`src/rtl/gfx_pkg.sv`:
```
`timescale 1ns/1ps
// gfx_pkg -- shared definitions for the MVP sequencer slice.
//   SCREEN_W / SCREEN_H : visible raster size in pixels
//   FLOAT_ONE           : IEEE-754 single 1.0
//   state_t             : sequencer FSM state encoding
package gfx_pkg;

    localparam int          SCREEN_W  = 640;
    localparam int          SCREEN_H  = 480;
    localparam logic [31:0] FLOAT_ONE = 32'h3f800000;

    typedef enum logic [3:0] {
        ST_IDLE       = 4'd0,
        ST_MVP_START  = 4'd1,
        ST_MVP_WAIT   = 4'd2,
        ST_FETCH      = 4'd3,
        ST_FETCH_WAIT = 4'd4,
        ST_XF_START   = 4'd5,
        ST_XF_WAIT    = 4'd6,
        ST_STORE      = 4'd7,
        ST_EMIT       = 4'd8,
        ST_DONE       = 4'd9
    } state_t;

endpackage

```
`src/rtl/screen_clip.sv`:
```
`timescale 1ns/1ps
// screen_clip -- combinational visibility test of one screen-space point.
//   ox, oy  : signed 32-bit integer screen coordinates
//   visible : 1 when 0 <= ox < SCREEN_W and 0 <= oy < SCREEN_H
module screen_clip
    import gfx_pkg::*;
(
    input  logic signed [31:0] ox,
    input  logic signed [31:0] oy,
    output logic               visible
);

    assign visible = (ox >= 0) && (ox <= SCREEN_W - 1) &&
                     (oy >= 0) && (oy <= SCREEN_H - 1);

endmodule

```
`src/rtl/mvp_sequencer.sv`:
```
`timescale 1ns/1ps
// mvp_sequencer -- walks a vertex list in pairs, sends each vertex through
// an external transform unit, clips the resulting line and emits it.
//   clock, resetn            : rising-edge clock, synchronous active-low reset
//   frame_start              : one-cycle frame request (ignored while busy)
//   update_mvp_req           : rebuild MVP matrix before the frame
//   num_verts                : vertex count, sampled with frame_start
//   vert_addr / vert_data    : vertex memory port (data one cycle after addr)
//   xf_start, xf_update_mvp  : transform unit start pulse and mode
//   xf_x, xf_y, xf_z         : vertex handed to the transform unit
//   xf_done, xf_ox, xf_oy    : transform unit idle flag and screen result
//   line_valid / line_ready  : line output handshake, endpoints x0,y0,x1,y1
//   frame_done               : one-cycle end-of-frame pulse
//   busy                     : high outside IDLE
//   drop_count               : lines rejected by clipping this frame
module mvp_sequencer
    import gfx_pkg::*;
#(
    parameter int ADDR_W = 8
) (
    input  logic                clock,
    input  logic                resetn,
    input  logic                frame_start,
    input  logic                update_mvp_req,
    input  logic [ADDR_W:0]     num_verts,
    output logic [ADDR_W-1:0]   vert_addr,
    input  logic [95:0]         vert_data,
    output logic                xf_start,
    output logic                xf_update_mvp,
    output logic [31:0]         xf_x,
    output logic [31:0]         xf_y,
    output logic [31:0]         xf_z,
    input  logic                xf_done,
    input  logic signed [31:0]  xf_ox,
    input  logic signed [31:0]  xf_oy,
    output logic                line_valid,
    input  logic                line_ready,
    output logic [9:0]          x0,
    output logic [8:0]          y0,
    output logic [9:0]          x1,
    output logic [8:0]          y1,
    output logic                frame_done,
    output logic                busy,
    output logic [15:0]         drop_count
);

    localparam int CW = ADDR_W + 2;

    state_t                 state;
    logic [ADDR_W:0]        nverts;
    logic [ADDR_W:0]        idx;
    logic signed [31:0]     p0_ox;
    logic signed [31:0]     p0_oy;
    logic                   p0_vis;
    logic                   p1_vis;
    logic [CW-1:0]          idx_w;
    logic [CW-1:0]          nv_w;
    logic                   last_at_store;
    logic                   last_at_emit;
    logic                   few_verts;

    function automatic logic [15:0] sat_inc16(input logic [15:0] v);
        return (v == 16'hFFFF) ? v : v + 16'd1;
    endfunction

    // P0 is held from the even STORE; P1 is tested live on the odd STORE.
    screen_clip u_clip_p0 (.ox(p0_ox), .oy(p0_oy), .visible(p0_vis));
    screen_clip u_clip_p1 (.ox(xf_ox), .oy(xf_oy), .visible(p1_vis));

    // Widened by one bit so index+2 never wraps against num_verts.
    assign idx_w = {1'b0, idx};
    assign nv_w  = {1'b0, nverts};
    // In STORE idx is the odd index i; in EMIT it has already advanced to i+1.
    // Either way the frame ends once no complete pair remains after i.
    assign last_at_store = (idx_w + CW'(2)) >= nv_w;
    assign last_at_emit  = (idx_w + CW'(1)) >= nv_w;
    assign few_verts     = nverts < (ADDR_W+1)'(2);

    assign busy          = (state != ST_IDLE);
    assign xf_start      = (state == ST_MVP_START) || (state == ST_XF_START);
    assign xf_update_mvp = (state == ST_MVP_START);
    assign line_valid    = (state == ST_EMIT);
    assign frame_done    = (state == ST_DONE);
    assign vert_addr     = idx[ADDR_W-1:0];
    assign x0            = p0_ox[9:0];
    assign y0            = p0_oy[8:0];

    always_ff @(posedge clock) begin
        if (!resetn) begin
            state      <= ST_IDLE;
            nverts     <= '0;
            idx        <= '0;
            drop_count <= '0;
            xf_x       <= '0;
            xf_y       <= '0;
            xf_z       <= '0;
            p0_ox      <= '0;
            p0_oy      <= '0;
            x1         <= '0;
            y1         <= '0;
        end else begin
            case (state)
                ST_IDLE: begin
                    if (frame_start) begin
                        nverts     <= num_verts;
                        idx        <= '0;
                        drop_count <= '0;
                        if (update_mvp_req)
                            state <= ST_MVP_START;
                        else if (num_verts < (ADDR_W+1)'(2))
                            state <= ST_DONE;
                        else
                            state <= ST_FETCH;
                    end
                end
                ST_MVP_START: state <= ST_MVP_WAIT;
                ST_MVP_WAIT: begin
                    if (xf_done)
                        state <= few_verts ? ST_DONE : ST_FETCH;
                end
                ST_FETCH: state <= ST_FETCH_WAIT;
                ST_FETCH_WAIT: begin
                    xf_x  <= vert_data[95:64];
                    xf_y  <= vert_data[63:32];
                    xf_z  <= vert_data[31:0];
                    state <= ST_XF_START;
                end
                ST_XF_START: state <= ST_XF_WAIT;
                ST_XF_WAIT: begin
                    if (xf_done)
                        state <= ST_STORE;
                end
                ST_STORE: begin
                    idx <= idx + 1'b1;
                    if (!idx[0]) begin
                        p0_ox <= xf_ox;
                        p0_oy <= xf_oy;
                        state <= ST_FETCH;
                    end else begin
                        x1 <= xf_ox[9:0];
                        y1 <= xf_oy[8:0];
                        if (p0_vis && p1_vis) begin
                            state <= ST_EMIT;
                        end else begin
                            drop_count <= sat_inc16(drop_count);
                            state      <= last_at_store ? ST_DONE : ST_FETCH;
                        end
                    end
                end
                ST_EMIT: begin
                    if (line_ready)
                        state <= last_at_emit ? ST_DONE : ST_FETCH;
                end
                ST_DONE: state <= ST_IDLE;
                default: state <= ST_IDLE;
            endcase
        end
    end

endmodule

```
`config.mk`:
```
export PLATFORM = sky130hd
export DESIGN_NAME = mvp_sequencer
export DESIGN_NICKNAME = d
export VERILOG_FILES = /design/src/rtl/gfx_pkg.sv /design/src/rtl/screen_clip.sv /design/src/rtl/mvp_sequencer.sv
export SDC_FILE = /design/constraint.sdc
export NUM_CORES = 1
export LEC_CHECK = 0
export BUFFER_PORTS_ARGS = -buffer_cell sky130_fd_sc_hd__buf_2
export CORE_MARGIN = 5
export CORE_UTILIZATION = 54
export DETAILED_ROUTE_END_ITERATION = 10
export PLACE_DENSITY = 0.85
export SLEW_MARGIN = 10
export SYNTH_ARGS = -nofsm -noshare
export SYNTH_HDL_FRONTEND = slang
export SYNTH_HIERARCHICAL = 1
export SYNTH_SLANG_ARGS = --single-unit
```
`constraint.sdc`:
```
create_clock -name clock -period 6.9 [get_ports clock]
set_clock_uncertainty 0.05 [all_clocks]
set_input_delay 1.38 -clock clock [delete_from_list [all_inputs] [get_ports clock]]
set_output_delay 1.38 -clock clock [all_outputs]
set_load 0.005 [all_outputs]
```
After elaboration in Yosys (flattened, before gate mapping)
Cells that the tools add are included.
{ "totals": {"reg_bits": 217, "input_bits": 175, "out_inout_bits": 163} }
{ "op_classes": {"add_sub_neg": 4, "magnitude_cmp": 12, "eq_ne": 17, "n_mux": 19, "bitwise_logic": 1, "reduce_logical": 17} }
{ "op_table": {"columns": ["cell", "count"], "rows": [
  [">= comparator 32 x 1 -> 1 bit, second input constant", 4],
  ["less-or-equal comparator 32 x 10 -> 1 bit, second input constant", 2],
  ["less-or-equal comparator 32 x 11 -> 1 bit, second input constant", 2],
  ["two-way mux 16 bit", 4],
  ["two-way mux 4 bit", 11],
  ["one-hot mux 4 bit (9 select lines)", 1],
  ["one-hot mux 16 bit (2 select lines)", 1],
  [">= comparator 10 x 9 -> 1 bit", 2],
  ["< comparator 9 x 2 -> 1 bit, second input constant", 2],
  ["one-hot mux 9 bit (2 select lines)", 1],
  ["adder 16 x 1 -> 16 bit, second input constant", 1],
  ["== test 16 bit, second input constant", 1],
  ["== test 4 x 3 -> 1 bit, second input constant", 4],
  ["inequality test 2 bit, second input constant", 6],
  ["adder 9 x 1 -> 10 bit, second input constant", 1],
  ["adder 9 x 2 -> 10 bit, second input constant", 1],
  ["adder 9 x 1 -> 9 bit, second input constant", 1],
  ["two-way mux 9 bit", 1],
  ["== test 4 x 2 -> 1 bit, second input constant", 2],
  ["== test 4 bit, second input constant", 2],
  ["AND reduction 2 bit", 4],
  ["logical AND 1 bit", 7],
  ["AND reduction 5 bit", 1],
  ["== test 4 x 1 -> 1 bit, second input constant", 1],
  ["other kinds (7)", 7]
]} }

Longest topological paths before layout
Gate-level depths: netlist of run 1.
{ "logic_depth": {"ltp_word": 8, "depth_mapped": 10} }

Modules after synthesis
The synthesis of run 1 kept the hierarchy.
{ "by_module_without_submodules": {"columns": ["mod", "n_inst", "cells_per_inst", "area_each_um2"], "rows": [
  ["mvp_sequencer", 1, 1134, 9409.0],
  ["screen_clip", 2, 19, 126.4]
]} }

Worst setup path before layout of run 1
OpenSTA, ideal clock, no wires.
{ "synth_timing": {"path_kind": "input -> register", "start": "input port xf_ox[25]", "end": "register drop_count[1]", "setup_time_ps": 116, "arrival_ps": 2840, "required_ps": 6734, "setup_slack_ps": 3894, "stages": 9, "path_buffers": 1, "path_cell_list": "nor4_1 nand4_1 nor4_1 nand2_1 nand3_4 a21o_4 buf_6 a21oi_1 a41o_1"} }
{ "synth_via": {"elab_chain_cells": 7} }
{ "synth_rtl": {"columns": ["element", "line_no", "source"], "rows": [
  ["start, declared", "mvp_sequencer.sv:34", "input logic signed [31:0] xf_ox,"],
  [">= comparator 32 x 1 -> 1 bit or less-or-equal comparator 32 x 11 -> 1 bit (tied branches)", "screen_clip.sv:13", "assign visible = (ox >= 0) && (ox <= SCREEN_W - 1) &&"],
  ["logical AND 1 bit * (2 in series)", "screen_clip.sv:13", null],
  ["logical AND 1 bit *", "screen_clip.sv:14", "(oy >= 0) && (oy <= SCREEN_H - 1);"],
  ["net p1_vis", "mvp_sequencer.sv:55", "logic p1_vis;"],
  ["logical AND 1 bit *", "mvp_sequencer.sv:142", "if (p0_vis && p1_vis) begin"],
  ["inequality test 2 bit (no line) *", null, null],
  ["AND reduction 5 bit (no line) *", null, null],
  ["end signal, assigned", "mvp_sequencer.sv:145", "drop_count <= sat_inc16(drop_count);"],
  ["end, declared", "mvp_sequencer.sv:44", "output logic [15:0] drop_count"]
]} }
The timed path passes the listed nets; every way through them passes the cells marked *.
A chain may end at the register's enable or synchronous reset.

Worst setup path in the final report of run 1
{ "layout_timing": {"start": "register state[0]", "end": "output port frame_done"} }
{ "layout_via": {"elab_chain_cells": 1} }
{ "layout_rtl": {"columns": ["element", "line_no", "source"], "rows": [
  ["start, declared", "mvp_sequencer.sv:49", "state_t state;"],
  ["start signal, assigned", "mvp_sequencer.sv:119", "state <= few_verts ? ST_DONE : ST_FETCH;"],
  ["start signal, assigned", "mvp_sequencer.sv:146", "state <= last_at_store ? ST_DONE : ST_FETCH;"],
  ["start signal, assigned", "mvp_sequencer.sv:152", "state <= last_at_emit ? ST_DONE : ST_FETCH;"],
  ["== test 4 bit", "mvp_sequencer.sv:83", "assign frame_done = (state == ST_DONE);"],
  ["end, declared", "mvp_sequencer.sv:42", "output logic frame_done,"]
]} }
No other way between the ends.

==> results of run 1 <==
[stage by stage]
| stage | util [%] | instances | hold slack (ps) | instance area [um2] |
|---|---|---|---|---|
| after floorplan | - | 1172 | 393 | 9660 |
| after global placement | 62.8 | 1639 | 388 | 11200 |
| after detailed placement | 62.8 | 1639 | 392 | 11200 |
| after CTS | 67.1 | 1680 | 401 | 11900 |
| after global routing | 67.1 | 1680 | 421 | 11900 |
| final | 67.2 | 1681 | 400 | 11900 |
[critical path, cell delays in order, from the launching register on]
cell and delay, ps:
dfxtp_1 610, nand2b_1 220, nor3b_1 390, buf_2 190
[logic make-up after synthesis]
| family | Yosys count |
|---|---|
| adder cells (fa/ha/maj) | 22 |
| AND/OR/NAND/NOR | 535 |
| XOR/XNOR | 19 |
| AO/OA/AOI/OAI | 255 |
| multiplexers | 5 |
| buffers and inverters | 119 |
| flip-flops | 217 |
[worst paths after layout]
kind | end | slack [ps] | depth (start not counted)
min reg2reg | xf_y[29]$_SDFFE_PN0P_ | 400 | 2
min | xf_y[29]$_SDFFE_PN0P_ | 400 | 2
max | frame_done | 3550 | 3
max reg2reg | drop_count[13]$_SDFFE_PN0P_ | 3920 | 5
[Yosys cell counts (all sizes together)]
cell	instances	area share [%]
or4b	1	0.10
a211oi	7	0.54
o21ai	10	0.52
nand4	13	0.91
inv	15	0.58
mux2	1	0.12
nand3	22	1.3
clkbuf	54	2.1
o31ai	1	0.078
and4b	2	0.25
and2	3	0.19
xnor2	12	1.1
o22ai	1	0.065
nor4b	4	0.49
nand4b	1	0.091
nor3b	2	0.16
nor4	33	2.6
a2111oi	1	0.16
a21boi	194	15
a2111o	2	0.23
o2111ai	2	0.18
a211o	4	0.36
or4	1	0.078
a21oi	16	0.83
nand2b	8	0.52
mux2i	4	0.41
nor2	19	0.74
or3	3	0.19
a221oi	1	0.091
nand2	404	16
nor2b	4	0.26
o21a	2	0.16
and4	1	0.091
ha	22	2.8
a41o	1	0.10
and3	6	0.39
dfxtp	217	45
a21o	5	0.47
a31oi	6	0.39
o211ai	2	0.16
nor3	7	0.36
nand3b	1	0.078
xor2	7	0.63
buf	50	3.4
[layer usage]
metal  share of wire [%]  vias up  GRT usage [%]
met3                 8.1       84           7.19
met4                 4.1        4           10.5
met2                  50      299           43.8
met1                  38     4210           29.1
met5               0.077        -              0
li1                    -     4436              -
[final cells by class]
class                   count  area (um2)  share of cell area (%)
clock buffers              36         717                    6.00
flip-flops and latches    217        4340                    36.4
diodes                      1        2.50                  0.0210
multi-input cells         836        4750                    39.8
well taps                 229         287                    2.40
repair buffers            342        1730                    14.5
inverters                  15        56.3                   0.471
clock inverters             5        53.8                   0.451
[sequential cells by signal, indices dropped and copies added (netlist names), 10 cells and up]
register	flops
drop_count	16
xf_y	32
xf_z	32
xf_x	32
p0_oy	32
x1	10
p0_ox	32
[power by group]
group / internal (W) / total [W] / switching (W)
Sequential: 0.00131 / 0.00136 / 0.0000493
Combinational: 0.000168 / 0.000407 / 0.000238
Clock: 0.000750 / 0.00124 / 0.000490
Total: 0.00223 / 0.00300 / 0.000778
==> results.toml, run 1 <==
[drt]
first_pass_iters = 5
routedWlPerCell_um = 16.3
vias = 9033
drtAntennaViolNets = 0
drtIter0Drc = 597
via_per_inst = 5.37
drc_errors = 0
finalWirelength_um = 27400

[synthesis]
yosysSeqAreaShare_pct = 45.0
syn_area_um2 = 9660
ys_warn_count = 6
yosys.area_share.simple_pct = 24.5
syn_inst = 1172
synth_compound_gate_area_share_pct = 19.4
yosysUniqueCellTypes = 55
avgSynthCellArea_um2 = 8.24
synth-xor-area-share_pct = 1.72
synth_top_family_by_area = "simple AND/OR/NAND/NOR gates"
syn_nets = 1369
synth-seq-cells = 217
yosys.area_share.adder_pct = 2.85
synthMuxAreaShare_pct = 0.531

[setup_path]
cp_data_arrival_time_ps = 1920
crit_start = "state[0]$_SDFFE_PN0P_"
r2r-start = "state[0]$_SDFFE_PN0P_"
cp.required_ps = 5470
crit_type = "flop to output port"
crit_fanout = 12
endpoint_kind = "output port"
startpoint_type = "flop"

[pwr]
peakVddDrop_uv = 201
p_per_area_nw_per_um2 = 251
fin_total_pwr_w = 0.00300
leakage_nw = 4.98

[sta]
setup_viol = 0
finalHoldViolations = 0
min_period_ps = 3350
finalCritPeriodShare_pct = 48.5
fmax_ghz = 0.299
rsz0062_at_grt = "false"
slew_violations = 0
max_slew.worst_pin.slew_ps = 1180
tns_ps = 0
worst_slack_ps = 3550
slew-limit-headroom_pct = 20.9

[floorplan]
pin_count = 338
die_w_um = 144
die_y_um = 144
die-area_um2 = 20700
initial_core_util_pct = 54.3
placementRows = 49
core_um2 = 17800

[status]
status = "finished, final reports clean"

[clock_network]
cts_root_buf = "clkbuf_16"
cts_sinks = 217
cts_setup_buffers = 0
cts.clk_slew.worst_paths_ps = 60
numCtsBuffers = 24
cts_resized = 0
h-tree-depth = 1
clk_latency_ps = 510
postCtsHoldBufs = 0
cts_tree = "done"
clock_path_buffers = 3

[cells_and_area]
layout_common_cells = "403 x nand2_1, 336 x buf_2, 217 x dfxtp_1"
final_common_cell = "nand2_1"
drive_gt1_share_pct = 27.2
syn_to_final_growth_pct = 23.6
nets = 1633
nFillCells = 1493

[grt]
grt_pass1_wl_um = 42600
antenna_found_initial = 2
track_usage_pct = 25.2
gr-total-overflow = 0
grt_pass1_vias = 8667
grt_max_degree = 110

[placed_design]
place_ws_ps = 3150
port_buffers = 337
place_congestion = 0.879
dpl.hpwl_um = 19700

[worst_hold_path]
min_path_type = "flop to flop"
hold_start = "xf_y[29]$_SDFFE_PN0P_"

[flow_run]
maxCapViolations = 0
No activity file was read; power rests on OpenSTA's default activity.
==> inputs of run 2 (changes only) <==
--- a/config.mk
+++ b/config.mk
@@ -7,9 +7,9 @@
 export LEC_CHECK = 0
 export BUFFER_PORTS_ARGS = -buffer_cell sky130_fd_sc_hd__buf_2
 export CORE_MARGIN = 5
-export CORE_UTILIZATION = 54
+export CORE_UTILIZATION = 50
 export DETAILED_ROUTE_END_ITERATION = 10
-export PLACE_DENSITY = 0.85
+export PLACE_DENSITY = 0.8
 export SLEW_MARGIN = 10
 export SYNTH_ARGS = -nofsm -noshare
 export SYNTH_HDL_FRONTEND = slang
==> constraint.sdc (replaced) <==
create_clock -name clock -period 3.1 [get_ports clock]
set_clock_uncertainty 0.05 [all_clocks]
set_input_delay 0.62 -clock clock [delete_from_list [all_inputs] [get_ports clock]]
set_output_delay 0.62 -clock clock [all_outputs]
set_load 0.005 [all_outputs]
==> results.toml, run 2 (synthesis gave the netlist of run 1 again) <==
[placed_design]
dpl.hpwl_um = 19900
place_congestion = 0.891
port_buffers = 337

[drt]
drtIter0Drc = 378
drtAntennaViolNets = 0
via_per_inst = 5.19
drc_errors = 0
first_pass_iters = 5
routedWlPerCell_um = 15.9
finalWirelength_um = 27300
vias = 8927

[cells_and_area]
layout_common_cells = "403 x nand2_1, 336 x buf_2, 217 x dfxtp_1"
final_common_cell = "nand2_1"
nets = 1638
postLayoutCoreUtil_pct = 64.0
syn_to_final_growth_pct = 25.1
drive_gt1_share_pct = 27.6

[grt]
track_usage_pct = 23.1
grt_pass1_vias = 8488
grt_max_degree = 165
grt_pass1_wl_um = 42500
gr-total-overflow = 0
antenna_found_initial = 4

[setup_path]
endpoint_kind = "output port"
crit_fanout = 15
ff2ff_setup_slack_ps = 610
cp_data_arrival_time_ps = 1940
cp_top_family = "flip-flops"
cp_slowest_stage_delay_ps = 640
r2r-start = "idx[0]$_SDFFE_PN0P_"
cp.required_ps = 2430
crit_start = "state[3]$_SDFFE_PN0P_"
crit_type = "flop to output port"
cp_slowest_cell = "dfxtp_1"
cp_cell_sequence = "nor4b_2, buf_2"
timing.critical_path.buf_inv = 1
startpoint_type = "flop"

[sta]
finalHoldViolations = 0
fmax_ghz = 0.383
slew_violations = 0
setup_viol = 0
rsz0062_at_grt = "false"
finalCritPeriodShare_pct = 84.2
slew-limit-headroom_pct = 30.6
min_period_ps = 2610
tns_ps = 0
max_slew.worst_pin.slew_ps = 1040

[clock_network]
cts_sinks = 217
h-tree-depth = 1
postCtsHoldBufs = 0
cts_tree = "done"
numCtsBuffers = 23
cts_root_buf = "clkbuf_16"
cts_setup_buffers = 0
cts.clk_slew.worst_paths_ps = 60
cts_resized = 0
clk_latency_ps = 500
clock_path_buffers = 3

[floorplan]
die_y_um = 149
pin_count = 338
die-area_um2 = 22200
initial_core_util_pct = 51.1
die_w_um = 149
placementRows = 50
core_um2 = 18900

[status]
status = "finished, final reports clean"

[worst_hold_path]
min_path_type = "input pin to flop"
hold_start = "vert_data[54]"

[pwr]
p_per_area_nw_per_um2 = 556
peakVddDrop_uv = 442
leakage_nw = 5.03

[flow_run]
maxCapViolations = 0
## run 2: layout make-up
class / count / area, um2
fillers: 1666 / 6810
multi-input cells: 836 / 4750
flip-flops and latches: 217 / 4340
repair buffers: 348 / 1820
clock buffers: 34 / 687
well taps: 260 / 325
clock inverters: 7 / 87.6
inverters: 15 / 56.3
diodes: 3 / 7.51
## run 2: report_power, final
part / switching (W) / internal (W)
Clock: 0.00109 / 0.00169
Sequential: 0.000110 / 0.00291
Combinational: 0.000527 / 0.000384
## run 2: path summary, 6_finish.rpt
kind,endpoint,depth (start not counted)
max,line_valid,2
min,xf_y[22]$_SDFFE_PN0P_,3
max reg2reg,state[1]$_SDFFE_PN0P_,10
min reg2reg,xf_y[29]$_SDFFE_PN0P_,2
## run 2: worst reg2reg max path, delay by kind of cell, from the launching register on
kind | cells | cell delay, ps
and+or+nand+nor | 5 | 850
AOI/OAI and AO/OA | 2 | 390
xor gates and xnor gates | 1 | 230
adders and majority gates | 2 | 530
DFF | 1 | 360
## run 2: layer usage
layer / wire, um / track usage [%] / vias to the layer above
li1: - / - / 4455
met1: 10500 / 26.9 / 4111
met2: 13700 / 40.7 / 292
met3: 2030 / 6.23 / 67
met4: 1050 / 8.38 / 2
met5: 11 / 0 / -
## run 2: stage by stage
step | instance area (um2) | hold WS (ps) | total power [W] | worst slack [ps] | std cells
6_report | 12100 | 309 | 0.00672 | 489 | 1720
5_1_grt | 12100 | 293 | 0.00702 | 379 | 1720
2_1_floorplan | 9660 | 393 | 0.00360 | 854 | 1172
4_1_cts | 12100 | 289 | 0.00677 | 499 | 1717
3_5_place_dp | 11300 | 393 | 0.00398 | 397 | 1676
3_3_place_gp | 11300 | 388 | 0.00396 | 428 | 1676
==> inputs of run 3 (changes only) <==
--- a/config.mk
+++ b/config.mk
@@ -7,9 +7,9 @@
 export LEC_CHECK = 0
 export BUFFER_PORTS_ARGS = -buffer_cell sky130_fd_sc_hd__buf_2
 export CORE_MARGIN = 5
-export CORE_UTILIZATION = 50
+export CORE_UTILIZATION = 45
 export DETAILED_ROUTE_END_ITERATION = 10
-export PLACE_DENSITY = 0.8
+export PLACE_DENSITY = 0.76
 export SLEW_MARGIN = 10
 export SYNTH_ARGS = -nofsm -noshare
 export SYNTH_HDL_FRONTEND = slang
==> constraint.sdc (replaced) <==
create_clock -name clock -period 2.4 [get_ports clock]
set_clock_uncertainty 0.05 [all_clocks]
set_input_delay 0.48 -clock clock [delete_from_list [all_inputs] [get_ports clock]]
set_output_delay 0.48 -clock clock [all_outputs]
set_load 0.005 [all_outputs]
==> results.toml, run 3 (synthesis gave the netlist of run 1 again) <==
[grt]
track_usage_pct = 21.5
gr-total-overflow = 0
grt_pass1_vias = 8865
grt_pass1_wl_um = 44000
antenna_found_initial = 4
grt_max_degree = 109

[sta]
min_period_ps = 2280
max_slew.worst_pin.slew_ps = 649
slew-limit-headroom_pct = 56.7
rsz0062_at_grt = "true"
finalCritPeriodShare_pct = 94.8
setup_viol = 0
tns_ps = 0
fmax_ghz = 0.439
slew_violations = 0
finalHoldViolations = 0

[placed_design]
place_congestion = 0.866
port_buffers = 337
dpl.hpwl_um = 20300

[drt]
finalWirelength_um = 27800
first_pass_iters = 5
drtAntennaViolNets = 0
via_per_inst = 5.10
routedWlPerCell_um = 15.8
vias = 8977
drtIter0Drc = 460
drc_errors = 0

[clock_network]
cts_sinks = 217
numCtsBuffers = 24
clock_path_buffers = 3
cts_resized = 0
cts.clk_slew.worst_paths_ps = 60
h-tree-depth = 1
cts_setup_buffers = 0
postCtsHoldBufs = 0
clk_latency_ps = 510
cts_tree = "done"
cts_root_buf = "clkbuf_16"

[setup_path]
cp_common_cell = "nor4_1"
cp.required_ps = 2750
ff2ff_setup_slack_ps = 120
r2r-start = "p0_oy[27]$_SDFFE_PN0P_"
cp_cell_sequence = "nor4_1, nand4_1, nor4_1, buf_4, nand2_1, nand3_4, a21o_4, a211oi_1, mux2_2"
startpoint_type = "flop"
cp_slowest_cell = "nor4_1"
crit_fanout = 4
crit_start = "p0_oy[27]$_SDFFE_PN0P_"
cp_slowest_stage_delay_ps = 380
cp_data_arrival_time_ps = 2620
endpoint_kind = "flop"
rr_endpoint = "drop_count[13]$_SDFFE_PN0P_"
crit_type = "flop to flop"
worstSetupEndpoint = "drop_count[13]$_SDFFE_PN0P_"
ff2ff_path_depth = 9

[pwr]
combPwrFrac_pct = 14.4
power_switching_w = 0.00230
p_int_w = 0.00651
fin_total_pwr_w = 0.00881
switching_share_pct = 26.1
peakVddDrop_uv = 523
p_per_area_nw_per_um2 = 714
seqPwrFrac_pct = 44.0
clockPowerShare_pct = 41.7
leakage_nw = 5.17

[worst_hold_path]
min_path_type = "input pin to flop"

[floorplan]
pin_count = 338
die_y_um = 157
core_um2 = 21100
die-area_um2 = 24500
initial_core_util_pct = 45.8
placementRows = 53
die_w_um = 157

[status]
status = "finished, final reports clean"

[cells_and_area]
nFillCells = 1941
postLayoutCoreUtil_pct = 58.5
syn_to_final_growth_pct = 27.7
nets = 1661
drive_gt1_share_pct = 29.4
layout_common_cells = "403 x nand2_1, 336 x buf_2, 214 x dfxtp_1"
final_common_cell = "nand2_1"

[flow_run]
maxCapViolations = 0
[run 3: cell types whose count changed in the layout (fill, tap and decap cells not counted), moves of 2 or more]
cell       before  now
dfxtp_1       217  214
clkbuf_1        4    6
buf_4           8   29
clkbuf_16      23   25
dfxtp_2         0    3
[run 3: through the flow]
| stage | setup WS [ps] | cells | hold slack [ps] | cell area (um2) |
|---|---|---|---|---|
| after floorplan | 170 | 1172 | 393 | 9660 |
| after global placement | -68.3 | 1713 | 387 | 11500 |
| after detailed placement | -109 | 1713 | 392 | 11500 |
| after CTS | 33.9 | 1757 | 134 | 12300 |
| after global routing | -27.7 | 1761 | 149 | 12300 |
| final | 124 | 1761 | 160 | 12300 |
[run 3: worst min-delay path by stage]
| stage | start | to | slack (ps) | cells past startpoint |
|---|---|---|---|---|
| floorplan | p0_oy[14]$_SDFFE_PN0P_ | p0_oy[14]$_SDFFE_PN0P_ | 390 | 2 |
| global placement | xf_y[22]$_SDFFE_PN0P_ | xf_y[22]$_SDFFE_PN0P_ | 390 | 2 |
| detailed placement | xf_y[28]$_SDFFE_PN0P_ | xf_y[28]$_SDFFE_PN0P_ | 390 | 2 |
| CTS | vert_data[71] | xf_x[7]$_SDFFE_PN0P_ | 130 | 3 |
| global route | vert_data[56] | xf_y[24]$_SDFFE_PN0P_ | 150 | 3 |
| finish | vert_data[64] | xf_x[0]$_SDFFE_PN0P_ | 160 | 3 |
[run 3: layout make-up]
class	count	area, um2	area share (%)
antenna	4	10.0	0.0811
clock buffer	37	731	5.92
clock inverter	7	66.3	0.537
inverter	15	56.3	0.456
multi-input combinational	836	4790	38.8
sequential	217	4350	35.2
tap	275	344	2.79
timing repair buffer	370	2000	16.2
[run 3: worst max-delay path, delay by kind of cell, from the launching register on]
family | cells | cell delay (ps)
AND/OR/NAND/NOR | 5 | 1150
buffers and inverters | 1 | 180
multiplexers | 1 | 300
AO/OA/AOI/OAI | 2 | 200
flip-flops | 1 | 310
[run 3: routing by layer]
| layer | vias up | global-route usage [%] | share of wire (%) |
|---|---|---|---|
| li1 | 4500 | - | - |
| met1 | 4114 | 24.7 | 39 |
| met2 | 285 | 37.1 | 49 |
| met3 | 78 | 6.42 | 8.0 |
| met4 | 0 | 9.13 | 4.1 |
| met5 | - | 0 | 0 |
[run 3: power by group through the flow]
stage	sequential, W	combinational [W]	clock (W)
after floorplan	0.00393	0.000727	0
after global placement	0.00394	0.00124	0
after detailed placement	0.00395	0.00126	0
after CTS	0.00388	0.00126	0.00377
after global routing	0.00389	0.00141	0.00392
final	0.00388	0.00126	0.00367
